==> config.mk <==
export PLATFORM = sky130hd
export DESIGN_NAME = btb_predictor_flat
export DESIGN_NICKNAME = d
export VERILOG_FILES = /design/src/rtl/btb_predictor_pkg.sv /design/src/rtl/btb_predictor_if.sv /design/src/rtl/btb_sat_counter.sv /design/src/rtl/btb_predictor.sv /design/src/flat_wrapper.sv
export SDC_FILE = /design/constraint.sdc
export NUM_CORES = 1
export LEC_CHECK = 0
export ABC_AREA = 1
export CORE_ASPECT_RATIO = 2
export CORE_UTILIZATION = 40
export CTS_BUF_LIST = sky130_fd_sc_hd__clkbuf_2
export DETAILED_ROUTE_END_ITERATION = 12
export PLACE_DENSITY = 0.63
export SYNTH_ARGS = -nofsm -noshare
export SYNTH_HDL_FRONTEND = slang
export SYNTH_HIERARCHICAL = 1
export SYNTH_SLANG_ARGS = --single-unit
export TNS_END_PERCENT = 20
==> constraint.sdc <==
create_clock -name clk -period 3.8 [get_ports clk]
set_input_delay 0.57 -clock clk [delete_from_list [all_inputs] [get_ports clk]]
set_output_delay 0.57 -clock clk [all_outputs]
set_load 0.03 [all_outputs]
==> src/rtl/btb_predictor_pkg.sv <==
// Shared core definitions for the branch target buffer: counter state encodings,
// control-flow opcodes and PC helpers.
package btb_predictor_pkg;

  typedef enum logic [1:0] {
    STRONG_NOT_TAKEN = 2'b00,
    WEAK_NOT_TAKEN   = 2'b01,
    STRONG_TAKEN     = 2'b10,
    WEAK_TAKEN       = 2'b11
  } btb_state_e;

  localparam logic [6:0]  OPC_BRANCH = 7'b1100011;
  localparam logic [6:0]  OPC_JAL    = 7'b1101111;
  localparam logic [6:0]  OPC_JALR   = 7'b1100111;
  localparam logic [31:0] ZERO_32BIT = 32'h0000_0000;
  localparam logic [31:0] PC_STEP    = 32'd4;

  function automatic logic [31:0] pc_next_seq(input logic [31:0] pc);
    return pc + PC_STEP;
  endfunction

  // Both taken encodings share bit 1; spelled out so the intent survives re-encoding.
  function automatic logic predicts_taken(input btb_state_e s);
    return (s == STRONG_TAKEN) || (s == WEAK_TAKEN);
  endfunction

endpackage

==> src/rtl/btb_predictor_if.sv <==
// Fetch lookup and execute resolution signals of the BTB.
// Optional counters appear only when BTB_STATS_EN is defined.
interface btb_predictor_if;

  logic [31:0] if_pc;
  logic        pred_taken_if;
  logic [31:0] pred_target_if;
  logic        ex_valid;
  logic [31:0] ex_pc;
  logic        ex_pred_taken;
  logic [31:0] ex_pred_target;
  logic        ex_actual_taken;
  logic [31:0] ex_actual_target;
  logic        modify_pc_ex;
  logic [31:0] redirect_pc_ex;
`ifdef BTB_STATS_EN
  logic [31:0] stat_branches;
  logic [31:0] stat_mispredicts;
`endif

  modport master (
    output if_pc, ex_valid, ex_pc, ex_pred_taken, ex_pred_target,
           ex_actual_taken, ex_actual_target,
    input  pred_taken_if, pred_target_if, modify_pc_ex, redirect_pc_ex
`ifdef BTB_STATS_EN
    , input stat_branches, stat_mispredicts
`endif
  );

  modport slave (
    input  if_pc, ex_valid, ex_pc, ex_pred_taken, ex_pred_target,
           ex_actual_taken, ex_actual_target,
    output pred_taken_if, pred_target_if, modify_pc_ex, redirect_pc_ex
`ifdef BTB_STATS_EN
    , output stat_branches, stat_mispredicts
`endif
  );

endinterface

==> src/rtl/btb_sat_counter.sv <==
// Two-bit saturating direction counter next-state function.
// Order along the taken axis: SNT -> WNT -> WT -> ST.
module btb_sat_counter
  import btb_predictor_pkg::*;
(
  input  btb_state_e state_i,
  input  logic       taken_i,
  output btb_state_e state_o
);

  always_comb begin
    state_o = state_i;
    if (taken_i) begin
      case (state_i)
        STRONG_NOT_TAKEN: state_o = WEAK_NOT_TAKEN;
        WEAK_NOT_TAKEN:   state_o = WEAK_TAKEN;
        WEAK_TAKEN:       state_o = STRONG_TAKEN;
        STRONG_TAKEN:     state_o = STRONG_TAKEN;
        default:          state_o = state_i;
      endcase
    end else begin
      case (state_i)
        STRONG_TAKEN:     state_o = WEAK_TAKEN;
        WEAK_TAKEN:       state_o = WEAK_NOT_TAKEN;
        WEAK_NOT_TAKEN:   state_o = STRONG_NOT_TAKEN;
        STRONG_NOT_TAKEN: state_o = STRONG_NOT_TAKEN;
        default:          state_o = state_i;
      endcase
    end
  end

endmodule

==> src/rtl/btb_predictor.sv <==
// Direct-mapped branch target buffer with 2-bit direction counters: combinational
// IF lookup, EX mispredict detection, table update one edge later. Stats: BTB_STATS_EN.
module btb_predictor
  import btb_predictor_pkg::*;
#(
  parameter int BTB_ENTRIES = 16
) (
  input  logic           clk,
  input  logic           rst_n,
  btb_predictor_if.slave bus
);

  localparam int IW    = $clog2(BTB_ENTRIES);
  localparam int TAG_W = 30 - IW;

  typedef logic [TAG_W-1:0] tag_t;

  logic [BTB_ENTRIES-1:0] valid_d, valid_q;
  tag_t                   tag_d    [BTB_ENTRIES];
  tag_t                   tag_q    [BTB_ENTRIES];
  logic [31:0]            target_d [BTB_ENTRIES];
  logic [31:0]            target_q [BTB_ENTRIES];
  btb_state_e             state_d  [BTB_ENTRIES];
  btb_state_e             state_q  [BTB_ENTRIES];

  logic [IW-1:0] if_idx, ex_idx;
  tag_t          if_tag, ex_tag;
  logic          if_hit, ex_hit;
  logic          dir_wrong, tgt_wrong;
  btb_state_e    ex_state_next;
  logic          unused_pc_bits;

  assign if_idx = bus.if_pc[IW+1:2];
  assign if_tag = bus.if_pc[31:IW+2];
  assign ex_idx = bus.ex_pc[IW+1:2];
  assign ex_tag = bus.ex_pc[31:IW+2];
  assign unused_pc_bits = ^{bus.if_pc[1:0], bus.ex_pc[1:0]};

  // Lookup reads registered contents only, so a same-index update is not bypassed.
  assign if_hit             = valid_q[if_idx] && (tag_q[if_idx] == if_tag);
  assign bus.pred_taken_if  = if_hit && predicts_taken(state_q[if_idx]);
  assign bus.pred_target_if = if_hit ? target_q[if_idx] : pc_next_seq(bus.if_pc);

  assign dir_wrong          = bus.ex_pred_taken != bus.ex_actual_taken;
  assign tgt_wrong          = bus.ex_pred_taken && bus.ex_actual_taken &&
                              (bus.ex_pred_target != bus.ex_actual_target);
  assign bus.modify_pc_ex   = rst_n && bus.ex_valid && (dir_wrong || tgt_wrong);
  assign bus.redirect_pc_ex = bus.ex_actual_taken ? bus.ex_actual_target
                                                  : pc_next_seq(bus.ex_pc);

  assign ex_hit = valid_q[ex_idx] && (tag_q[ex_idx] == ex_tag);

  btb_sat_counter u_sat_counter (
    .state_i (state_q[ex_idx]),
    .taken_i (bus.ex_actual_taken),
    .state_o (ex_state_next)
  );

  always_comb begin
    valid_d  = valid_q;
    tag_d    = tag_q;
    target_d = target_q;
    state_d  = state_q;
    if (bus.ex_valid) begin
      if (ex_hit) begin
        state_d[ex_idx] = ex_state_next;
        if (bus.ex_actual_taken) target_d[ex_idx] = bus.ex_actual_target;
      end else if (bus.ex_actual_taken) begin
        // Taken miss evicts whatever alias currently owns the slot.
        valid_d[ex_idx]  = 1'b1;
        tag_d[ex_idx]    = ex_tag;
        target_d[ex_idx] = bus.ex_actual_target;
        state_d[ex_idx]  = WEAK_TAKEN;
      end
    end
  end

  always_ff @(posedge clk or negedge rst_n) begin
    if (!rst_n) valid_q <= '0;
    else        valid_q <= valid_d;
  end

  // Payload is qualified by valid, so it carries no reset.
  always_ff @(posedge clk) begin
    tag_q    <= tag_d;
    target_q <= target_d;
    state_q  <= state_d;
  end

`ifdef BTB_STATS_EN
  logic [31:0] stat_branches_d, stat_branches_q;
  logic [31:0] stat_mispredicts_d, stat_mispredicts_q;

  always_comb begin
    stat_branches_d    = stat_branches_q + {31'd0, bus.ex_valid};
    stat_mispredicts_d = stat_mispredicts_q + {31'd0, bus.modify_pc_ex};
  end

  always_ff @(posedge clk or negedge rst_n) begin
    if (!rst_n) begin
      stat_branches_q    <= ZERO_32BIT;
      stat_mispredicts_q <= ZERO_32BIT;
    end else begin
      stat_branches_q    <= stat_branches_d;
      stat_mispredicts_q <= stat_mispredicts_d;
    end
  end

  assign bus.stat_branches    = stat_branches_q;
  assign bus.stat_mispredicts = stat_mispredicts_q;
`endif

endmodule
==> src/flat_wrapper.sv <==
// flat-port wrapper written by rule: the top's interface ports become plain ports
module btb_predictor_flat import btb_predictor_pkg::*;
#(
  parameter int BTB_ENTRIES = 16
)
  (clk, rst_n, bus_if_pc, bus_ex_valid, bus_ex_pc, bus_ex_pred_taken, bus_ex_pred_target, bus_ex_actual_taken, bus_ex_actual_target, bus_pred_taken_if, bus_pred_target_if, bus_modify_pc_ex, bus_redirect_pc_ex);
  btb_predictor_if bus_i ();
  input  logic clk;
  input  logic rst_n;
  input wire logic [$bits(bus_i.if_pc)-1:0] bus_if_pc;
  input wire logic [$bits(bus_i.ex_valid)-1:0] bus_ex_valid;
  input wire logic [$bits(bus_i.ex_pc)-1:0] bus_ex_pc;
  input wire logic [$bits(bus_i.ex_pred_taken)-1:0] bus_ex_pred_taken;
  input wire logic [$bits(bus_i.ex_pred_target)-1:0] bus_ex_pred_target;
  input wire logic [$bits(bus_i.ex_actual_taken)-1:0] bus_ex_actual_taken;
  input wire logic [$bits(bus_i.ex_actual_target)-1:0] bus_ex_actual_target;
  output wire logic [$bits(bus_i.pred_taken_if)-1:0] bus_pred_taken_if;
  output wire logic [$bits(bus_i.pred_target_if)-1:0] bus_pred_target_if;
  output wire logic [$bits(bus_i.modify_pc_ex)-1:0] bus_modify_pc_ex;
  output wire logic [$bits(bus_i.redirect_pc_ex)-1:0] bus_redirect_pc_ex;
  assign bus_i.if_pc = bus_if_pc;
  assign bus_i.ex_valid = bus_ex_valid;
  assign bus_i.ex_pc = bus_ex_pc;
  assign bus_i.ex_pred_taken = bus_ex_pred_taken;
  assign bus_i.ex_pred_target = bus_ex_pred_target;
  assign bus_i.ex_actual_taken = bus_ex_actual_taken;
  assign bus_i.ex_actual_target = bus_ex_actual_target;
  assign bus_pred_taken_if = bus_i.pred_taken_if;
  assign bus_pred_target_if = bus_i.pred_target_if;
  assign bus_modify_pc_ex = bus_i.modify_pc_ex;
  assign bus_redirect_pc_ex = bus_i.redirect_pc_ex;
  btb_predictor #(.BTB_ENTRIES(BTB_ENTRIES)) u_core (.clk(clk), .rst_n(rst_n), .bus(bus_i));
endmodule
==> impl_metrics.json <==
{
  "drt-met1-wl_microns": 64300,
  "syn_nets": 5449,
  "drc_errors": 0,
  "power_leakage_nw": 24.6,
  "wl_met2_microns": 96300,
  "drt-initial-drc-count": 4434,
  "holdCritStartpoint": "bus_ex_actual_target[6]",
  "ff2ff_setup_slack_ps": -200,
  "synth-seq-cells": 976,
  "avgViaCountPerCell": 5.59,
  "reg2reg_from": "u_core/tag_q[72]",
  "hold-path-cell-count": 2,
  "synth-edff-count": 960,
  "drive_above_1_share_pct": 19.6,
  "grt_max_degree": 115,
  "syn_to_final_growth_pct": 23.9,
  "highest_layer": "met5",
  "status": "complete, but fails checks",
  "layout_common_cells": "nand2_1 (1329), edfxtp_1 (960), inv_1 (548)",
  "clk_pin_slew_ps": 150,
  "hpwl_microns": 134000,
  "netlist_top_cells_area": "edfxtp_1 (59%), nand2_1 (11%), nor2_1 (4.5%)",
  "peakVddDrop_mv": 0.259,
  "wl_per_cell_microns": 25.4,
  "synth_top_cell_area_share_pct": 59.1,
  "die_y_microns": 496,
  "async_reset_ff_share_pct": 1.64,
  "clkSinkCount": 976,
  "arrival_ps": 3930,
  "setup-violations-final": 358,
  "max_slew_margin_pct": 37.8,
  "clockBufferDepth": 3,
  "antenna_found_initial": 6,
  "die-area_sq_um": 123000,
  "io_buffers": 198,
  "fin_ws_ps": -700,
  "post-route-util_pct": 50.1,
  "core_sq_um": 120000,
  "synth_top_cell_by_area": "edfxtp_1",
  "ctsHtreeMaxLevel": 4,
  "yosys_warnings": 6,
  "syn_area_sq_um": 48800,
  "total_power_mw": 22.0,
  "cts_tree": "yes",
  "wl_met3_microns": 16600,
  "dieWidth_microns": 249,
  "worstMarginPinSlew_ps": 934,
  "maxSlewViolCount": 0,
  "start_util_pct": 40.5,
  "violations": "negative setup slack",
  "reg2reg_depth": 31,
  "cp-start-kind": "register",
  "cp.required_ps": 3230,
  "worstSetupEndpointType": "output port",
  "final_common_cell": "nand2_1",
  "crit_type": "reg2out",
  "synth.yosys.seq_area_share_pct": 59.9,
  "rsz0062_at_grt": "yes",
  "hold_end": "u_core/target_q[390]",
  "syn_area_per_cell_sq_um": 9.18,
  "numCtsBuffers": 198,
  "critPathMaxFanout": 7,
  "synthCells": 5310,
  "period_minus_slack_ps": 4500,
  "max_freq_mhz": 222,
  "num_rows": 180,
  "antenna_left": 0,
  "root_buffer": "clkbuf_2",
  "routed_wl_microns": 195000,
  "vias": 43000,
  "cap_violations": 0,
  "grt_pass1_vias": 41300,
  "powerDensity_nw_per_um2": 365,
  "first_pass_iters": 6,
  "ioPinCount": 199,
  "timing.rr.end": "u_core/tag_q[207]",
  "fin_crit_sh_pct": 118,
  "skew_ps": 129,
  "grt-ovfl-total": 0,
  "clk_latency_ps": 1530,
  "synth_cell_type_count": 44,
  "nets": 6130,
  "hold_viol": 0,
  "ys.flop_type": "edfxtp_1",
  "grt_pass1_wl_microns": 275000,
  "hold_path_class": "in2reg",
  "track_usage_pct": 30.9,
  "routabilityCongestion": 1.03
}
## routing by layer
metal,track usage (%),vias up
li1,-,19400
met1,33.0,20500
met2,54.0,2382
met3,6.02,672
met4,23.6,6
met5,0,-
## cell families after synthesis
logic type | Yosys count | share of synthesized area, %
and+or+nand+nor | 2521 | 21.0
xor gates and xnor gates | 56 | 1.01
DFF | 976 | 59.9
buffers and inverters | 887 | 7.62
AOI/OAI and AO/OA | 864 | 10.3
adders and majority gates | 6 | 0.154
## power by group
part           switching, mW  internal [mW]
logic                   2.35           1.30
clock network           4.17           2.19
registers             0.0549           12.0
## Yosys cell counts, types with 54 or more instances
master    instances
a21oi_1          83
inv_1           572
edfxtp_1        960
o211ai_1        139
o21ai_1          61
nand3_1         386
nand2_1        1447
buf_2            92
clkbuf_1        137
nor2_1          589
o22ai_1          83
o21ai_0         420
buf_4            54
## stage by stage
| step | area (sq um) | instances | setup slack [ps] | setup TNS (ps) | hold WS (ps) |
|---|---|---|---|---|---|
| global placement | 56400 | 7221 | -361 | -56610 | 463 |
| floorplan | 48800 | 5310 | -534 | -99040 | 274 |
| global route | 60400 | 7681 | -856 | -120810 | 46.2 |
| CTS | 59800 | 7676 | -839 | -126050 | 4.74 |
| finish | 60400 | 7682 | -700 | -65600 | 146 |
| detailed placement | 56400 | 7221 | -357 | -53220 | 469 |
## final cells by class
cell class | count | area (sq um)
sequential | 976 | 29200
clock inverter | 70 | 417
clock buffer | 272 | 1360
antenna | 2 | 5.00
timing repair buffer | 783 | 8380
multi-input combinational | 3451 | 16900
tap | 1547 | 1940
inverter | 581 | 2200
fill | 11000 | 60100
## flip-flops by register name (all words and copies together), names as in the netlist
| register | flops |
|---|---|
| u_core/valid_q | 16 |
| u_core/tag_q | 416 |
| u_core/state_q | 32 |
| u_core/target_q | 512 |
## how the worst max path moves through the flow
| stage | from | to | slack (ps) |
|---|---|---|---|
| after floorplan | bus_ex_actual_taken | u_core/tag_q[104] | -530 |
| after global placement | bus_if_pc[5] | bus_pred_target_if[17] | -360 |
| after detailed placement | bus_if_pc[5] | bus_pred_target_if[14] | -360 |
| after CTS | u_core/tag_q[17] | bus_pred_target_if[2] | -840 |
| after global routing | u_core/tag_q[173] | bus_pred_target_if[2] | -860 |
| final | u_core/tag_q[338] | bus_pred_target_if[10] | -700 |
## critical path, stage by stage (launching register included)
cell	delay, ps
edfxtp_1	400
o211ai_1	220
nand3_1	200
nand3_2	140
buf_4	140
nand2_1	60
nand2_1	50
nand2_1	50
inv_1	70
buf_4	100
nand3_1	70
nor2_2	140
nand2_2	90
nor2_4	120
buf_12	140
buf_12	150
nand3_2	70
nand2_2	90
buf_6	140
## repair_timing
item	CTS	global route
hold buffers	49	1
gates cloned	2	5
buffers inserted	69	18
hold endpoints to repair	699	5
gates resized for setup	176	190
endpoints found under the setup margin	42	545
pin swaps	55	99
(Power assumes the default switching activity.)
